### src/rtl/ram_access_arbiter.sv
// ram_access_arbiter: shares one single-port block RAM between a fetch read port (0) and a data read/write port (1)
module ram_access_arbiter #(
    parameter int ADDR_W       = 8,
    parameter int DATA_W       = 16,
    parameter int RD_LAT       = 1,
    parameter int STARVE_LIMIT = 3
) (
    input  logic              i_clk,
    input  logic              i_rst_n,
    input  logic              i_req0,
    input  logic [ADDR_W-1:0] i_addr0,
    output logic              o_ack0,
    output logic [DATA_W-1:0] o_rdata0,
    input  logic              i_req1,
    input  logic              i_we1,
    input  logic [ADDR_W-1:0] i_addr1,
    input  logic [DATA_W-1:0] i_wdata1,
    output logic              o_ack1,
    output logic [DATA_W-1:0] o_rdata1,
    output logic              o_ram_en,
    output logic              o_ram_we,
    output logic [ADDR_W-1:0] o_ram_addr,
    output logic [DATA_W-1:0] o_ram_din,
    input  logic [DATA_W-1:0] i_ram_dout,
    output logic              o_busy,
    output logic              o_grant
);
    localparam int LAT_W = (RD_LAT > 1) ? $clog2(RD_LAT) : 1;
    localparam int SC_W  = $clog2(STARVE_LIMIT + 1);
    localparam logic [SC_W-1:0]  STARVE_MAX = SC_W'(STARVE_LIMIT);
    localparam logic [LAT_W-1:0] LAT_INIT   = LAT_W'(RD_LAT - 1);

    typedef enum logic [1:0] {S_IDLE, S_ACCESS, S_WAIT, S_ACK} state_t;

    state_t            r_state, w_state_nxt;
    logic              r_grant, w_grant_nxt;
    logic              r_wr, w_wr_nxt;
    logic              r_en, w_en_nxt;
    logic              r_we, w_we_nxt;
    logic              r_ack0, w_ack0_nxt;
    logic              r_ack1, w_ack1_nxt;
    logic [ADDR_W-1:0] r_addr, w_addr_nxt;
    logic [DATA_W-1:0] r_din, w_din_nxt;
    logic [DATA_W-1:0] r_rdata0, w_rdata0_nxt;
    logic [DATA_W-1:0] r_rdata1, w_rdata1_nxt;
    logic [SC_W-1:0]   r_starve, w_starve_nxt;
    logic [LAT_W-1:0]  r_lat, w_lat_nxt;
    logic              w_pick1;

    // data port wins unless fetch has already waited through STARVE_LIMIT data grants
    assign w_pick1 = i_req1 && !(i_req0 && r_starve == STARVE_MAX);

    // next-state and next-output logic; strobes default low, everything else holds
    always_comb begin
        w_state_nxt  = r_state;
        w_grant_nxt  = r_grant;
        w_wr_nxt     = r_wr;
        w_en_nxt     = 1'b0;
        w_we_nxt     = 1'b0;
        w_ack0_nxt   = 1'b0;
        w_ack1_nxt   = 1'b0;
        w_addr_nxt   = r_addr;
        w_din_nxt    = r_din;
        w_rdata0_nxt = r_rdata0;
        w_rdata1_nxt = r_rdata1;
        w_starve_nxt = r_starve;
        w_lat_nxt    = r_lat;
        case (r_state)
            S_IDLE: begin
                if (i_req0 || i_req1) begin
                    w_state_nxt  = S_ACCESS;
                    w_grant_nxt  = w_pick1;
                    w_wr_nxt     = w_pick1 && i_we1;
                    w_en_nxt     = 1'b1;
                    w_we_nxt     = w_pick1 && i_we1;
                    w_addr_nxt   = w_pick1 ? i_addr1 : i_addr0;
                    w_din_nxt    = (w_pick1 && i_we1) ? i_wdata1 : '0;
                    w_starve_nxt = !w_pick1 ? '0 :
                                   (i_req0 && r_starve != STARVE_MAX) ? r_starve + 1'b1 : r_starve;
                end
            end
            S_ACCESS: begin
                w_state_nxt = r_wr ? S_ACK : S_WAIT;
                w_lat_nxt   = LAT_INIT;
                w_ack1_nxt  = r_wr;
            end
            S_WAIT: begin
                if (r_lat == '0) begin
                    w_state_nxt  = S_ACK;
                    w_ack0_nxt   = !r_grant;
                    w_ack1_nxt   = r_grant;
                    w_rdata0_nxt = r_grant ? r_rdata0 : i_ram_dout;
                    w_rdata1_nxt = r_grant ? i_ram_dout : r_rdata1;
                end else begin
                    w_lat_nxt = r_lat - 1'b1;
                end
            end
            S_ACK: w_state_nxt = S_IDLE;
        endcase
    end

    // state and registered outputs; reset aborts any transaction in flight
    always_ff @(posedge i_clk or negedge i_rst_n) begin
        if (!i_rst_n) begin
            r_state  <= S_IDLE;
            r_grant  <= 1'b0;
            r_wr     <= 1'b0;
            r_en     <= 1'b0;
            r_we     <= 1'b0;
            r_ack0   <= 1'b0;
            r_ack1   <= 1'b0;
            r_addr   <= '0;
            r_din    <= '0;
            r_rdata0 <= '0;
            r_rdata1 <= '0;
            r_starve <= '0;
            r_lat    <= '0;
        end else begin
            r_state  <= w_state_nxt;
            r_grant  <= w_grant_nxt;
            r_wr     <= w_wr_nxt;
            r_en     <= w_en_nxt;
            r_we     <= w_we_nxt;
            r_ack0   <= w_ack0_nxt;
            r_ack1   <= w_ack1_nxt;
            r_addr   <= w_addr_nxt;
            r_din    <= w_din_nxt;
            r_rdata0 <= w_rdata0_nxt;
            r_rdata1 <= w_rdata1_nxt;
            r_starve <= w_starve_nxt;
            r_lat    <= w_lat_nxt;
        end
    end

    assign o_ack0     = r_ack0;
    assign o_ack1     = r_ack1;
    assign o_rdata0   = r_rdata0;
    assign o_rdata1   = r_rdata1;
    assign o_ram_en   = r_en;
    assign o_ram_we   = r_we;
    assign o_ram_addr = r_addr;
    assign o_ram_din  = r_din;
    assign o_busy     = r_state != S_IDLE;
    assign o_grant    = r_grant;
endmodule
### config.mk
export PLATFORM = sky130hd
export DESIGN_NAME = ram_access_arbiter
export DESIGN_NICKNAME = d
export VERILOG_FILES = /design/src/rtl/ram_access_arbiter.sv
export SDC_FILE = /design/constraint.sdc
export NUM_CORES = 1
export LEC_CHECK = 0
export CAP_MARGIN = 15
export CELL_PAD_IN_SITES_DETAIL_PLACEMENT = 1
export CELL_PAD_IN_SITES_GLOBAL_PLACEMENT = 2
export CORE_UTILIZATION = 26
export CTS_BUF_LIST = sky130_fd_sc_hd__clkbuf_16
export CTS_CLUSTER_SIZE = 24
export DETAILED_ROUTE_END_ITERATION = 16
export PLACE_DENSITY_LB_ADDON = 0.3
export SLEW_MARGIN = 15
export SYNTH_ARGS = -nofsm -noshare
export SYNTH_HDL_FRONTEND = slang
export SYNTH_SLANG_ARGS = --single-unit
### constraint.sdc
create_clock -name i_clk -period 2.2 [get_ports i_clk]
set_input_delay 0.22 -clock i_clk [delete_from_list [all_inputs] [get_ports i_clk]]
set_output_delay 0.22 -clock i_clk [all_outputs]
set_load 0.01 [all_outputs]
==> results of run 1 <==
## per-stage QoR
step	util (%)	instance area, sq um	hold slack, ns
finish	43.9	4130	0.445
global route	43.9	4130	0.445
CTS	43.9	4130	0.431
detailed placement	40.9	3850	0.272
global placement	40.9	3850	0.271
floorplan	-	2570	-0.0756
## power breakdown
part | internal, W | switching, W
Clock | 0.000757 | 0.000523
Combinational | 0.00147 | 0.000982
Sequential | 0.00175 | 0.000277
Total | 0.00398 | 0.00178
## placed cells by master (no fill, tap or decap), drive strengths merged
cell | netlist | final
a21bo | 1 | 1
a21boi | 2 | 2
a21o | 2 | 2
a21oi | 16 | 16
a22o | 16 | 16
a22oi | 1 | 1
and3 | 1 | 1
buf | 8 | 5
clkbuf | 0 | 9
clkdlybuf4s50 | 0 | 113
clkinv | 1 | 6
clkinvlp | 0 | 2
dfrtp | 66 | 66
dlygate4sd3 | 0 | 1
ha | 4 | 4
inv | 3 | 3
mux2 | 32 | 32
nand2 | 15 | 15
nor2 | 9 | 9
nor2b | 1 | 1
nor3 | 1 | 1
o21ai | 5 | 5
or3b | 1 | 1
## path summary, 6_finish.rpt
kind / from / endpoint / slack, ns / cells after the start
worst max-delay path: r_state[0] / o_busy / 0.25 / 4
worst min-delay path: i_addr0[4] / o_ram_addr[4] / 0.45 / 3
worst max register to register: r_state[0] / r_state[0] / 0.54 / 5
worst min register to register: r_wr / r_wr / 0.50 / 1
max in group asynchronous: i_rst_n / o_ram_din[3] / 1.44 / 3
min in group asynchronous: i_rst_n / o_rdata0[0] / 0.46 / 3
## state kept, by name (all words and copies together), names as in the netlist
signal	cells
r_starve	2
o_grant	1
o_ram_we	1
o_ack1	1
r_state	2
o_ram_addr	8
r_wr	1
o_rdata0	16
o_ram_din	16
o_ram_en	1
o_ack0	1
o_rdata1	16
## kinds of logic after synthesis
logic type               Yosys count  synth area share [%]
flip-flops                        66                  64.2
AND/OR/NAND/NOR                   28                  4.72
buffers and inverters             12                  3.11
multiplexers                      32                  14.0
AO/OA/AOI/OAI                     43                  12.0
adder cells (fa/ha/maj)            4                  1.95
## synthesized netlist by cell type, drive strengths merged
library cell and n:
a21boi 2, nor2 9, a21o 2, mux2 32, a22o 16, a22oi 1, clkinv 1, dfrtp 66
inv 3, a21oi 16, nor2b 1, nand2 15, or3b 1, ha 4, nor3 1, a21bo 1
buf 8, and3 1, o21ai 5
## timing repair
action	4_1_cts	5_1_grt
endpoints found under the hold margin	66	0
hold buffers	1	0
setup buffers	0	0
endpoints found under the setup margin	0	0
## critical path, delay by kind of cell, from the launching register on
kind | cells | cell delay (ns)
DFF | 1 | 0.38
buffers and inverters | 3 | 0.69
adders and majority gates | 1 | 0.34
## metal layers
| metal | GRT usage, % | wire (um) | share of wire, % | vias up |
|---|---|---|---|---|
| li1 | - | - | - | 901 |
| met1 | 17.3 | 2930 | 45 | 936 |
| met2 | 19.9 | 2930 | 45 | 91 |
| met3 | 4.42 | 513 | 7.9 | 10 |
| met4 | 6.80 | 112 | 1.7 | 0 |
| met5 | 0 | 0 | 0 | - |
## area by class of cell
class / count / area [sq um]
Clock buffer: 9 / 225
Sequential cell: 66 / 1650
Clock inverter: 7 / 46.3
Tap cell: 129 / 161
Inverter: 4 / 15.0
Fill cell: 1004 / 5280
Multi-Input combinational cell: 107 / 843
Timing Repair Buffer: 119 / 1190
==> impl_metrics.env, run 1 <==
export IMPL_cp_max_fo=7
export IMPL_clkLatencyLatePin_ns=0.32
export IMPL_max_cap_violations=0
export IMPL_die_height_um=101
export IMPL_synth_top_cells_by_area="dfrtp_1 (64%), mux2_2 (14%), a22o_1 (5.4%)"
export IMPL_clockBufferDepth=2
export IMPL_slew_violations=0
export IMPL_critPathLaunchType="register"
export IMPL_hp_class="in2reg"
export IMPL_dieWidth_um=101
export IMPL_die_area_sq_um=10300
export IMPL_crit_required_ns=1.98
export IMPL_via_per_inst=4.39
export IMPL_wl_mm=6.49
export IMPL_crit_arrival_ns=1.73
export IMPL_powerDensity_nw_per_um2=1400
export IMPL_fmax_mhz=514
export IMPL_diodes=0
export IMPL_slowest_stage="clkdlybuf4s50_1"
export IMPL_stdcell_count=441
export IMPL_ctsHtreeMaxLevel=3
export IMPL_grt_util_all_layers_pct=13.3
export IMPL_tightest_slew_ns=0.364
export IMPL_cts_tree="done"
export IMPL_rows=35
export IMPL_initial_core_util_pct=27.3
export IMPL_root_buffer="clkbuf_16"
export IMPL_crit_chain="inv_1 > ha_1 > inv_1 > clkdlybuf4s50_1"
export IMPL_placed_cells=424
export IMPL_finClkSkew_ns=0.00537
export IMPL_relSlewSlack_pct=75.7
export IMPL_place_congestion=0.691
export IMPL_layout_drive_gt1_share_pct=18.9
export IMPL_status="finished clean"
export IMPL_avgSynthCellArea_sq_um=13.9
export IMPL_antenna_found_initial=0
export IMPL_syn_nets=242
export IMPL_max_stage_delay_ns=0.48
export IMPL_hold_violations=0
export IMPL_tns_ns=0
export IMPL_synthDominantCellAreaShare_pct=64.2
export IMPL_cts_resized=0
export IMPL_num_vias=1938
export IMPL_ys_types=24
export IMPL_synthCells=185
export IMPL_setup_worst_path_end_class="output port"
export IMPL_cts_buffers=9
export IMPL_rsz0062_at_grt="no"
export IMPL_crit_type="reg2out"
export IMPL_clock_sinks=66
export IMPL_synth_seq_cells=66
export IMPL_ant_nets=0
export IMPL_post_drt_wl_per_cell_um=14.7
export IMPL_first_pass_iters=4
export IMPL_power_w=0.00576
export IMPL_ir_worst_vdd_uv=477
export IMPL_yosys_area_top_type="dfrtp_1"
export IMPL_leakagePower_nw=1.76
export IMPL_fin_crit_sh_pct=88.5
export IMPL_synth_cell_area_sq_um=2570
export IMPL_fin_nets=364
export IMPL_io_pin_count=115
export IMPL_drc=0
export IMPL_dp_hpwl_mm=4.52
export IMPL_path_clk_slew_ns=0.06
export IMPL_grt_pass1_wl_mm=10.3
export IMPL_coreArea_sq_um=9420
export IMPL_area_growth_pct=60.6
export IMPL_grt_pass1_vias=2023
export IMPL_crit_path_frequent_cell="inv_1"
export IMPL_finalSetupViolations=0
export IMPL_setup_slack_ns=0.254
export IMPL_place_ws_ns=0.445
export IMPL_overflow=0
export IMPL_synth_warnings=0
export IMPL_drt_iter0_markers=24
export IMPL_period_needed_ns=1.95
export IMPL_portBuffers=114
export IMPL_ys_seq_area_share_pct=64.2
export IMPL_grt_max_degree=67
No activity file was read; power rests on OpenSTA's default activity.
==> run 2, diff against run 1 <==
--- a/config.mk
+++ b/config.mk
@@ -8,12 +8,11 @@
 export CAP_MARGIN = 15
 export CELL_PAD_IN_SITES_DETAIL_PLACEMENT = 1
 export CELL_PAD_IN_SITES_GLOBAL_PLACEMENT = 2
-export CORE_UTILIZATION = 26
+export CORE_UTILIZATION = 25
 export CTS_BUF_LIST = sky130_fd_sc_hd__clkbuf_16
 export CTS_CLUSTER_SIZE = 24
 export DETAILED_ROUTE_END_ITERATION = 16
 export PLACE_DENSITY_LB_ADDON = 0.3
-export SLEW_MARGIN = 15
 export SYNTH_ARGS = -nofsm -noshare
 export SYNTH_HDL_FRONTEND = slang
 export SYNTH_SLANG_ARGS = --single-unit
==> impl_metrics.env, run 2 (synthesized netlist as in run 1, its figures left out) <==
export IMPL_status="finished clean"
export IMPL_final_area_sq_um=4190
export IMPL_area_growth_pct=62.7
export IMPL_p_int_w=0.00422
export IMPL_relSlewSlack_pct=60.9
export IMPL_path_clk_slew_ns=0.05
export IMPL_postCtsSetupBuffers=0
export IMPL_slew_violations=0
export IMPL_crit_path_frequent_cell="inv_1"
export IMPL_drc=0
export IMPL_crit_type="reg2out"
export IMPL_leakagePower_nw=1.78
export IMPL_p_sw_share_pct=29.6
export IMPL_fmax_mhz=515
export IMPL_tightest_slew_ns=0.587
export IMPL_timing_rr_start="r_state[0]"
export IMPL_first_pass_iters=4
export IMPL_ant_nets=0
export IMPL_antenna_found_initial=0
export IMPL_final_common_cell="clkdlybuf4s50_1"
export IMPL_layout_common_cells="clkdlybuf4s50_1 (113), dfrtp_1 (66), mux2_2 (32)"
export IMPL_crit_chain="inv_1 > ha_1 > inv_1 > clkdlybuf4s50_1"
export IMPL_dieWidth_um=103
export IMPL_root_buffer="clkbuf_16"
export IMPL_portBuffers=114
export IMPL_initial_core_util_pct=26.1
export IMPL_drt_iter0_markers=31
export IMPL_period_needed_ns=1.94
export IMPL_power_frac_seq_pct=33.8
export IMPL_rsz0062_at_grt="no"
export IMPL_cts_resized=0
export IMPL_place_congestion=0.645
export IMPL_clkLatencyLatePin_ns=0.32
export IMPL_clockBufferDepth=2
export IMPL_rows=36
export IMPL_hp_class="in2reg"
export IMPL_cts_tree="done"
export IMPL_num_vias=1918
export IMPL_ir_worst_vdd_uv=442
export IMPL_p_sw_w=0.00178
export IMPL_hp_start="i_addr0[2]"
export IMPL_max_stage_delay_ns=0.49
export IMPL_powerDensity_nw_per_um2=1430
export IMPL_cts_buffers=9
export IMPL_fin_crit_sh_pct=88.2
export IMPL_grt_pass1_wl_mm=10.4
export IMPL_diodes=0
export IMPL_crit_required_ns=1.98
export IMPL_layout_drive_gt1_share_pct=19.4
export IMPL_critPathLaunchType="register"
export IMPL_via_per_inst=4.29
export IMPL_p_clk_share_pct=25.1
export IMPL_wl_mm=6.56
export IMPL_dpl_cell_area_sq_um=3860
export IMPL_ctsHoldBuffers=1
export IMPL_grt_util_all_layers_pct=13.1
export IMPL_dp_hpwl_mm=4.74
export IMPL_clock_sinks=66
export IMPL_crit_arrival_ns=1.72
export IMPL_finalSetupViolations=0
export IMPL_tns_ns=0
export IMPL_coreArea_sq_um=9860
export IMPL_slowest_stage="clkdlybuf4s50_1"
export IMPL_ctsHtreeMaxLevel=3
export IMPL_finClkSkew_ns=0.00567
export IMPL_grt_pass1_vias=2053
export IMPL_critPathLaunch="r_state[0]"
export IMPL_cp_max_fo=7
export IMPL_setup_worst_path_end_class="output port"
export IMPL_die_height_um=103
export IMPL_combPwrFrac_pct=41.0
export IMPL_fin_nets=366
export IMPL_max_cap_violations=0
export IMPL_hold_violations=0
export IMPL_post_drt_wl_per_cell_um=14.7
export IMPL_die_area_sq_um=10700
export IMPL_grt_max_degree=32
export IMPL_io_pin_count=115
export IMPL_overflow=0
## run 2: critical path, delay by kind of cell (launching register included)
kind / cells / cell delay (ns)
buffers and inverters: 3 / 0.71
DFF: 1 / 0.38
adders and majority gates: 1 / 0.32
## run 2: through the flow
step | power [W] | utilization (%) | instances | setup WS (ns) | hold slack, ns
CTS | 0.00610 | 42.4 | 447 | 0.224 | 0.437
global route | 0.00640 | 42.4 | 447 | 0.157 | 0.444
floorplan | 0.00317 | - | 185 | 0.614 | -0.0756
detailed placement | 0.00456 | 39.1 | 430 | 0.435 | 0.271
finish | 0.00600 | 42.4 | 447 | 0.259 | 0.442
global placement | 0.00450 | 39.1 | 430 | 0.468 | 0.259
## run 2: power by group through the flow
stage	clock, W	sequential, W	combinational, W
floorplan	0	0.00225	0.000916
global placement	0	0.00204	0.00246
detailed placement	0	0.00204	0.00251
CTS	0.00155	0.00204	0.00251
global route	0.00160	0.00210	0.00269
finish	0.00151	0.00203	0.00246
## run 2: routing by layer
| metal | wire (um) | global-route usage [%] | share of wire, % | vias to the layer above |
|---|---|---|---|---|
| met5 | 0 | 0 | 0 | - |
| met4 | 84 | 5.53 | 1.3 | 0 |
| met3 | 625 | 4.50 | 9.5 | 9 |
| met2 | 2930 | 20.2 | 45 | 90 |
| met1 | 2920 | 16.8 | 45 | 914 |
| li1 | - | - | - | 905 |
## run 2: layout make-up
type                    instances  area (sq um)
flip-flops and latches         66          1650
clock inverters                 7          92.6
multi-input cells             107           843
repair buffers                121          1190
fillers                      1036          5680
well taps                     133           166
inverters                       4          15.0
clock buffers                   9           225
## run 2: final timing paths
kind / slack [ns] / depth (start not counted) / end
max: 0.26 / 4 / o_busy
min: 0.44 / 3 / o_ram_addr[2]
max reg2reg: 0.54 / 5 / r_state[0]
min reg2reg: 0.48 / 1 / r_wr
max in group asynchronous: 0.93 / 3 / o_rdata0[3]
min in group asynchronous: 0.46 / 2 / o_rdata1[1]
==> run 3, diff against run 2 <==
--- a/config.mk
+++ b/config.mk
@@ -16,3 +16,4 @@
 export SYNTH_ARGS = -nofsm -noshare
 export SYNTH_HDL_FRONTEND = slang
 export SYNTH_SLANG_ARGS = --single-unit
+export TNS_END_PERCENT = 100
==> results of run 3 <==
Same layout as run 2: the final DEF is identical, and so are final timing and power.
